<file path="src/rtl/dest_fifo_reader_if.sv">
// FIFO-side and receive-side signal bundle for the destination FIFO reader.
// master = reader (drives pops and the received word), slave = FIFOs/sink side.
interface dest_fifo_reader_if #(
  parameter int DATA_W = 6
);
  logic              empty_d0;
  logic              empty_d1;
  logic [DATA_W-1:0] data_out0;
  logic [DATA_W-1:0] data_out1;
  logic              pop_d0;
  logic              pop_d1;
  logic [DATA_W-1:0] data_rx;
  logic              valid_rx;
  logic              src_rx;

  modport master (
    input  empty_d0, empty_d1, data_out0, data_out1,
    output pop_d0, pop_d1, data_rx, valid_rx, src_rx
  );

  modport slave (
    output empty_d0, empty_d1, data_out0, data_out1,
    input  pop_d0, pop_d1, data_rx, valid_rx, src_rx
  );
endinterface

</file>
<file path="src/rtl/dest_fifo_reader.sv">
// Drains destination FIFOs D0/D1 with burst-limited round-robin and re-registers each word with its source tag.
// Optional DEST_CHECK_EN: sticky err_dest when a word's destination bit disagrees with the FIFO it came from.
module dest_fifo_reader #(
  parameter int DATA_W = 6,
  parameter int CNT_W  = 8,
  parameter int BURST  = 4
) (
  input  logic                 clk,
  input  logic                 reset,
  input  logic                 enable,
  dest_fifo_reader_if.master   bus,
  output logic [CNT_W-1:0]     cnt_d0,
  output logic [CNT_W-1:0]     cnt_d1,
  output logic                 busy,
  output logic                 err_dest
);

  localparam int BW = (BURST > 1) ? $clog2(BURST) : 1;
  localparam logic [BW-1:0] BURST_LAST = BW'(BURST - 1);

  typedef enum logic [1:0] {
    IDLE = 2'd0,
    RD0  = 2'd1,
    RD1  = 2'd2
  } state_t;

  state_t            state_r;
  state_t            state_s;
  logic [BW-1:0]     burst_r;
  logic [BW-1:0]     burst_s;
  logic              pop0_s;
  logic              pop1_s;
  logic              inflight0_r;
  logic              inflight1_r;
  logic [DATA_W-1:0] data_rx_r;
  logic              valid_rx_r;
  logic              src_rx_r;
  logic [CNT_W-1:0]  cnt0_r;
  logic [CNT_W-1:0]  cnt1_r;

  // Pop requests: only from the FIFO owned by the current state, never while empty or in reset
  always_comb begin
    pop0_s = 1'b0;
    pop1_s = 1'b0;
    if (!reset) begin
      pop0_s = (state_r == RD0) && enable && !bus.empty_d0;
      pop1_s = (state_r == RD1) && enable && !bus.empty_d1;
    end else begin
      pop0_s = 1'b0;
      pop1_s = 1'b0;
    end
  end

  // Next-state and burst counter; a finished burst hands over only if the other FIFO has data
  always_comb begin
    state_s = state_r;
    burst_s = burst_r;
    case (state_r)
      IDLE: begin
        burst_s = {BW{1'b0}};
        if (enable && !bus.empty_d0) begin
          state_s = RD0;
        end else if (enable && !bus.empty_d1) begin
          state_s = RD1;
        end else begin
          state_s = IDLE;
        end
      end
      RD0: begin
        if (!enable) begin
          state_s = IDLE;
          burst_s = {BW{1'b0}};
        end else if ((pop0_s && (burst_r == BURST_LAST)) || bus.empty_d0) begin
          burst_s = {BW{1'b0}};
          if (!bus.empty_d1) begin
            state_s = RD1;
          end else if (!bus.empty_d0) begin
            state_s = RD0;
          end else begin
            state_s = IDLE;
          end
        end else if (pop0_s) begin
          burst_s = burst_r + BW'(1);
        end else begin
          burst_s = burst_r;
        end
      end
      RD1: begin
        if (!enable) begin
          state_s = IDLE;
          burst_s = {BW{1'b0}};
        end else if ((pop1_s && (burst_r == BURST_LAST)) || bus.empty_d1) begin
          burst_s = {BW{1'b0}};
          if (!bus.empty_d0) begin
            state_s = RD0;
          end else if (!bus.empty_d1) begin
            state_s = RD1;
          end else begin
            state_s = IDLE;
          end
        end else if (pop1_s) begin
          burst_s = burst_r + BW'(1);
        end else begin
          burst_s = burst_r;
        end
      end
      default: begin
        state_s = IDLE;
        burst_s = {BW{1'b0}};
      end
    endcase
  end

  // FSM state and burst registers
  always_ff @(posedge clk or posedge reset) begin
    if (reset) begin
      state_r <= IDLE;
      burst_r <= {BW{1'b0}};
    end else begin
      state_r <= state_s;
      burst_r <= burst_s;
    end
  end

  // In-flight flags: a popped word is delivered even if enable drops afterwards
  always_ff @(posedge clk or posedge reset) begin
    if (reset) begin
      inflight0_r <= 1'b0;
      inflight1_r <= 1'b0;
    end else begin
      inflight0_r <= pop0_s;
      inflight1_r <= pop1_s;
    end
  end

  // Receive register: capture FIFO read data the cycle after the pop, tagged with its source
  always_ff @(posedge clk or posedge reset) begin
    if (reset) begin
      data_rx_r  <= {DATA_W{1'b0}};
      valid_rx_r <= 1'b0;
      src_rx_r   <= 1'b0;
    end else begin
      valid_rx_r <= inflight0_r | inflight1_r;
      if (inflight0_r) begin
        data_rx_r <= bus.data_out0;
        src_rx_r  <= 1'b0;
      end else if (inflight1_r) begin
        data_rx_r <= bus.data_out1;
        src_rx_r  <= 1'b1;
      end else begin
        data_rx_r <= data_rx_r;
        src_rx_r  <= src_rx_r;
      end
    end
  end

  // Per-destination word counters, wrapping silently
  always_ff @(posedge clk or posedge reset) begin
    if (reset) begin
      cnt0_r <= {CNT_W{1'b0}};
      cnt1_r <= {CNT_W{1'b0}};
    end else if (valid_rx_r) begin
      if (src_rx_r) begin
        cnt1_r <= cnt1_r + CNT_W'(1);
      end else begin
        cnt0_r <= cnt0_r + CNT_W'(1);
      end
    end else begin
      cnt0_r <= cnt0_r;
      cnt1_r <= cnt1_r;
    end
  end

`ifdef DEST_CHECK_EN
  logic err_r;

  function automatic logic dest_mismatch(input logic [DATA_W-1:0] word, input logic src);
    dest_mismatch = (word[DATA_W-2] != src);
  endfunction

  // Sticky routing error: the word's destination bit must name the FIFO it arrived through
  always_ff @(posedge clk or posedge reset) begin
    if (reset) begin
      err_r <= 1'b0;
    end else if (valid_rx_r && dest_mismatch(data_rx_r, src_rx_r)) begin
      err_r <= 1'b1;
    end else begin
      err_r <= err_r;
    end
  end

  assign err_dest = err_r;
`else
  assign err_dest = 1'b0;
`endif

  assign bus.pop_d0   = pop0_s;
  assign bus.pop_d1   = pop1_s;
  assign bus.data_rx  = data_rx_r;
  assign bus.valid_rx = valid_rx_r;
  assign bus.src_rx   = src_rx_r;
  assign cnt_d0       = cnt0_r;
  assign cnt_d1       = cnt1_r;
  assign busy         = (state_r != IDLE) | inflight0_r | inflight1_r;

endmodule

</file>
<file path="src/flat_wrapper.sv">
// flat-port wrapper written by rule: the top's interface ports become plain ports
module dest_fifo_reader_flat 
#(
  parameter int DATA_W = 6,
  parameter int CNT_W  = 8,
  parameter int BURST  = 4
)
  (clk, reset, enable, cnt_d0, cnt_d1, busy, err_dest, bus_empty_d0, bus_empty_d1, bus_data_out0, bus_data_out1, bus_pop_d0, bus_pop_d1, bus_data_rx, bus_valid_rx, bus_src_rx);
  dest_fifo_reader_if #(.DATA_W(DATA_W)) bus_i ();
  input  logic clk;
  input  logic reset;
  input  logic enable;
  output logic [CNT_W-1:0] cnt_d0;
  output logic [CNT_W-1:0] cnt_d1;
  output logic busy;
  output logic err_dest;
  input wire logic [$bits(bus_i.empty_d0)-1:0] bus_empty_d0;
  input wire logic [$bits(bus_i.empty_d1)-1:0] bus_empty_d1;
  input wire logic [$bits(bus_i.data_out0)-1:0] bus_data_out0;
  input wire logic [$bits(bus_i.data_out1)-1:0] bus_data_out1;
  output wire logic [$bits(bus_i.pop_d0)-1:0] bus_pop_d0;
  output wire logic [$bits(bus_i.pop_d1)-1:0] bus_pop_d1;
  output wire logic [$bits(bus_i.data_rx)-1:0] bus_data_rx;
  output wire logic [$bits(bus_i.valid_rx)-1:0] bus_valid_rx;
  output wire logic [$bits(bus_i.src_rx)-1:0] bus_src_rx;
  assign bus_i.empty_d0 = bus_empty_d0;
  assign bus_i.empty_d1 = bus_empty_d1;
  assign bus_i.data_out0 = bus_data_out0;
  assign bus_i.data_out1 = bus_data_out1;
  assign bus_pop_d0 = bus_i.pop_d0;
  assign bus_pop_d1 = bus_i.pop_d1;
  assign bus_data_rx = bus_i.data_rx;
  assign bus_valid_rx = bus_i.valid_rx;
  assign bus_src_rx = bus_i.src_rx;
  dest_fifo_reader #(.DATA_W(DATA_W), .CNT_W(CNT_W), .BURST(BURST)) u_core (.clk(clk), .reset(reset), .enable(enable), .bus(bus_i), .cnt_d0(cnt_d0), .cnt_d1(cnt_d1), .busy(busy), .err_dest(err_dest));
endmodule
</file>
<file path="config.mk">
export PLATFORM = sky130hd
export DESIGN_NAME = dest_fifo_reader_flat
export DESIGN_NICKNAME = d
export VERILOG_FILES = /design/src/rtl/dest_fifo_reader_if.sv /design/src/rtl/dest_fifo_reader.sv /design/src/flat_wrapper.sv
export SDC_FILE = /design/constraint.sdc
export NUM_CORES = 1
export LEC_CHECK = 0
export CAP_MARGIN = 25
export CORE_ASPECT_RATIO = 0.6
export CORE_MARGIN = 2
export CORE_UTILIZATION = 45
export CTS_BUF_LIST = sky130_fd_sc_hd__clkbuf_4
export DETAILED_ROUTE_END_ITERATION = 12
export HOLD_SLACK_MARGIN = 0.12
export PLACE_DENSITY = 0.75
export SKIP_LAST_GASP = 1
export SYNTH_ARGS = -nofsm -noshare
export SYNTH_HDL_FRONTEND = slang
export SYNTH_SLANG_ARGS = --single-unit
</file>
<file path="constraint.sdc">
create_clock -name clk -period 4.1 [get_ports clk]
set_clock_uncertainty 0.15 [all_clocks]
set_input_delay 1.23 -clock clk [delete_from_list [all_inputs] [get_ports clk]]
set_output_delay 1.23 -clock clk [all_outputs]
set_load 0.01 [all_outputs]
</file>
== Word-level counts from Yosys, hierarchy flattened ==
Cells that the tools add are included.
Widths: inputs -> output; s select.
Operators by class
  add/subtract/negate cells: 3
  equal/unequal tests: 7
  multiplexer cells: 24
  bitwise logic cells: 4
  reductions and logical operators: 19
Operators with widths (number)
  $mux 2: 15
  $add 8x1->8 const B: 2
  $mux 6: 2
  $logic_and 1x1->1: 8
  $ne 4x3->1 const B: 2
  $reduce_and 2->1: 4
  $ne 3x3->1 const B: 2
  $pmux 2 s3: 1
  $mux 1: 5
  $eq 2x2->1 const B: 2
  $pmux 2 s2: 1
  $reduce_bool 2->1: 2
  $or 1x1->1: 3
  $add 2x1->2 const B: 1
  $eq 2x1->1 const B: 1
  $logic_not 1->1: 2
  $logic_not 2->1: 1
  $logic_or 1x1->1: 2
  $not 1->1: 1
Storage, ports and cells
  register bits after elaboration: 30
  output and inout port bits: 28
  word-level logic and storage cells: 66

== Longest topological paths before layout ==
  depth after elaboration: 9
  gate-level depth with buffers: 5
  gate-level depth less buffers: 5

== Worst setup path after synthesis ==
OpenSTA, ideal clock, no wires.
  kind: in2out
  start: input reset
  end: output bus_pop_d0
  data arrival time: 2217 ps
  required time: 2720 ps
  path slack: 503 ps
  stages: 2
  buffers on the path: 0
  path through: inv_1 -> and3_1
On the way
  cells in the longest elaborated chain, start to end: 1
Ends and longest elaborated chain
  from (decl): line flat_wrapper.sv:11  | input logic reset;
  $mux 1: line dest_fifo_reader.sv:45  | if (!reset) begin
  to (decl): line flat_wrapper.sv:21  | output wire logic [$bits(bus_i.pop_d0)-1:0] bus_pop_d0;
No other way between the ends.

== Worst setup path in the final report ==
  start: input bus_empty_d1
  end: output bus_pop_d1
On the way
  cells in the longest elaborated chain, start to end: 3
Ends and longest elaborated chain
  from (decl): line flat_wrapper.sv:18  | input wire logic [$bits(bus_i.empty_d1)-1:0] bus_empty_d1;
  $logic_not 1->1: line dest_fifo_reader.sv:47  | pop1_s = (state_r == RD1) && enable && !bus.empty_d1;
  $logic_and 1x1->1: line dest_fifo_reader.sv:47
  $mux 1: line dest_fifo_reader.sv:45
  to (decl): line flat_wrapper.sv:22  | output wire logic [$bits(bus_i.pop_d1)-1:0] bus_pop_d1;
No other way between the ends.

==> summary.md <==
| Metric | Value |
|---|---|
| Outcome | `finished clean` |
| Buf/Inv on CP | `2` |
| Worst Setup Start Kind | `primary input` |
| Hold Path Depth | `1` |
| Max Clk Rate | `~250 MHz` |
| Htree depth | `2` |
| Final WL | `2980 microns` |
| Final min period | `4.02 ns` |
| DRC Markers | `0` |
| Number of global-route vias before repair | `1070` |
| Non-filler instance count after layout | `216` |
| Max VDD drop | `265 uV` |
| Syn_area_per_cell | `11.4 sq um` |
| Max incr delay on CP | `around 0.55 ns` |
| Share of cells above drive strength 1 | `11.5%` |
| Max Buffers Root-to-Sink | `2` |
| CTS clk-pin slew, worst paths | `0.08 ns` |
| Top cell family by delay on the critical path | `buffers and inverters` |
| Die Y | `47.6 microns` |
| Unrepaired setup endpoints after global routing | `false` |
| Multi-input gate area | `639 sq um` |
| First-pass GRT wire length | `between 5000 and 6000 microns` |
| Required time of the critical path | `2.72 ns` |
| Hold Crit Start | `u_core.cnt_d1[7]` |
| CP Cell Sequence | `clkdlybuf4s50_1 -> nor2b_4 -> and3_1 -> clkdlybuf4s50_1` |
| Reg-to-reg startpoint | `u_core.state_r[1]` |
| Initial core utilization | `a little under 50%` |
| Fill count | `248` |
| Syn-to-layout area delta | `37.5%` |
| Row cnt | `15` |
| CP max-delay cell | `clkdlybuf4s50_1` |
| Post-detail-place hpwl | `2340 microns` |
| Clock Latency Late Sink | `0.31 ns` |
| Synth Flop Type | `dfrtp_1` |
| CP endpoint kind | `output pin` |
| Final #Nets | `just under 200` |
| # diodes | `0` |
| CTS root buf | `clkbuf_4` |
| Power per standard cell area | `389 nW/um^2` |
| DRT Pass-1 Iters | `4` |
| Antenna Nets Post-Route | `0` |
| I/O pins | `45` |
| Crit path depth | `4` |
| Lkg Pwr | `0.864 nW` |
| Initial antenna violation count | `0` |
| Grt ovf | `0` |
| Die width | `76.7 microns` |
| Post-CTS Setup Repair Bufs | `0` |
| Die area | `3650 sq um` |
| Core area | `2950 sq um` |
| Vias | `around 1100` |
| Critical path type | `in2out` |
| Async SR Flop Fraction | `100%` |
| Flop-to-flop setup slack | `roughly 2.4 ns` |
| Inserted Clock Buffers | `5` |
| Cell variety after synth | `31` |
| Post-Syn Area | `1430 sq um` |
| Reg2reg end | `u_core.state_r[0]` |
| I/O Buffers | `43` |
| Clk sink count | `30` |
| Yosys Warn Count | `0` |
| All-Layer GR Usage | `18.7%` |
| Syn Inst Count | `125` |
| Crit-path max FO | `3` |
| Crit. Startpoint | `bus_empty_d1` |
| Wire per inst | `13.8 microns` |
| Largest net degree at the start of global routing | `23` |
| CTS tree | `yes` |
| Top cell by count, worst path | `clkdlybuf4s50_1` |
| Pins Over Slew Limit | `0` |
| Final hold viol count | `0` |
| GPL Wtd Cong | `0.764` |
| Dpl cells | `210` |
| Avg Vias per Cell | `4.99` |
| Setup total negative slack | `0 ns` |
| Reg2Reg Depth | `5` |
| Critical Path Sink | `bus_pop_d1` |
| Hold Crit Class | `reg2reg` |
| Post-Syn Nets | `149` |
| Register area | `751 sq um` |
| Worst Path Arrival | `around 2.6 ns` |
| Sequential share of the synthesized area | `52.6%` |
| Final setup vio count | `0` |
| First DRT Iteration DRCs | `24` |
| Number of flops mapped to enable cells by yosys | `0` |
| Max cap viols | `0` |
| Flops & latches, synth | `30` |
| Final period utilization | `98.2%` |
## power breakdown
part / switching [mW] / internal [mW] / total [mW] / leakage [nW]
Clock: 0.0865 / 0.0584 / 0.145 / 0.0246
Sequential: 0.0507 / 0.343 / 0.394 / 0.403
Combinational: 0.0905 / 0.135 / 0.225 / 0.436
Total: 0.228 / 0.536 / 0.764 / 0.864
## metal layers
metal,GRT usage [%],vias up,part of all wire [%]
li1,-,523,-
met1,23.7,510,49
met2,30.7,37,43
met3,6.60,8,6.7
met4,7.27,0,1.5
met5,0,-,0
## synth_stat cells, types with 2 or more instances
library cell  instances  area [sq um]
a21oi_1               2          10.0
nor2b_2               3          26.3
inv_1                 7          26.3
nor2_1                7          26.3
xor2_1                6          52.6
nor3_2                3          30.0
o21ai_0               7          35.0
xnor2_1               8          70.1
mux2_2                3          33.8
nand2_1              12          45.0
ha_1                  7          87.6
mux2i_1               6          60.1
nand4_1               5          31.3
dfrtp_1              30           751
and3_1                3          18.8
## layout make-up
| type | count | share of cell area (%) |
|---|---|---|
| Multi-Input combinational cell | 85 | 32.6 |
| Timing Repair Buffer | 46 | 23.1 |
| Tap cell | 42 | 2.68 |
| Inverter | 7 | 1.34 |
| Clock buffer | 5 | 1.91 |
| Clock inverter | 1 | 0.191 |
| Sequential cell | 30 | 38.2 |
## registers in the layout, indices dropped and copies added (netlist names)
name and count:
u_core.inflight0_r 1, u_core.bus.valid_rx 1, u_core.burst_r 2, u_core.state_r 2, u_core.cnt_d1 8, u_core.cnt_d0 8
u_core.bus.data_rx 6, u_core.bus.src_rx 1, u_core.inflight1_r 1
## logic make-up (layout without fill, tap and decap cells)
| logic type | after synthesis | in the layout | synth area share [%] |
|---|---|---|---|
| xor+xnor | 14 | 14 | 8.59 |
| mux | 10 | 10 | 7.36 |
| other cells | 1 | 1 | 0.263 |
| fa+ha+maj | 7 | 7 | 6.13 |
| buf+inv | 10 | 59 | 2.98 |
| simple gates | 40 | 40 | 16.4 |
| compound gates | 13 | 13 | 5.70 |
| flops | 30 | 30 | 52.6 |
## cells in the final DEF, fill, tap and decap left out, types with 5 or more instances in the layout
| master | synthesis | final |
|---|---|---|
| clkdlybuf4s50_1 | 0 | 43 |
| dfrtp_1 | 30 | 30 |
| nand2_1 | 12 | 12 |
| xnor2_1 | 8 | 8 |
| nor2_1 | 7 | 7 |
| o21ai_0 | 7 | 7 |
| inv_1 | 7 | 7 |
| ha_1 | 7 | 7 |
| xor2_1 | 6 | 6 |
| mux2i_1 | 6 | 6 |
| nand4_1 | 5 | 5 |
| clkbuf_4 | 0 | 5 |
## worst min path at each step
stage                         to
2_1_floorplan  u_core.burst_r[1]
3_3_place_gp    u_core.cnt_d1[7]
3_5_place_dp    u_core.cnt_d1[7]
4_1_cts         u_core.cnt_d1[7]
5_1_grt         u_core.cnt_d0[7]
6_report        u_core.cnt_d1[7]
## worst reg2reg max path, stage by stage, from the launching register on
cell,delay (ns)
dfrtp_1,0.40
inv_1,0.08
ha_1,0.22
nor2b_2,0.18
o221ai_2,0.19
mux2_2,0.35
## metrics by stage
step           cell area, sq um  power [mW]  utilization, %  setup WS, ns  hold slack, ns
6_report                   1960       0.764            66.6        0.0753           0.321
5_1_grt                    1960       0.813            66.6        0.0254           0.354
4_1_cts                    1960       0.775            66.5        0.0814           0.324
3_5_place_dp               1920       0.626            65.1        0.0900           0.311
3_3_place_gp               1920       0.613            65.1         0.149           0.306
2_1_floorplan              1430       0.480               -         0.503           0.336
## repair_timing
item | 4_1_cts | 5_1_grt
resized for setup | 0 | 1
endpoints found under the setup margin | 0 | 1
hold buffers | 0 | 0
No activity file was read; power rests on OpenSTA's default activity.
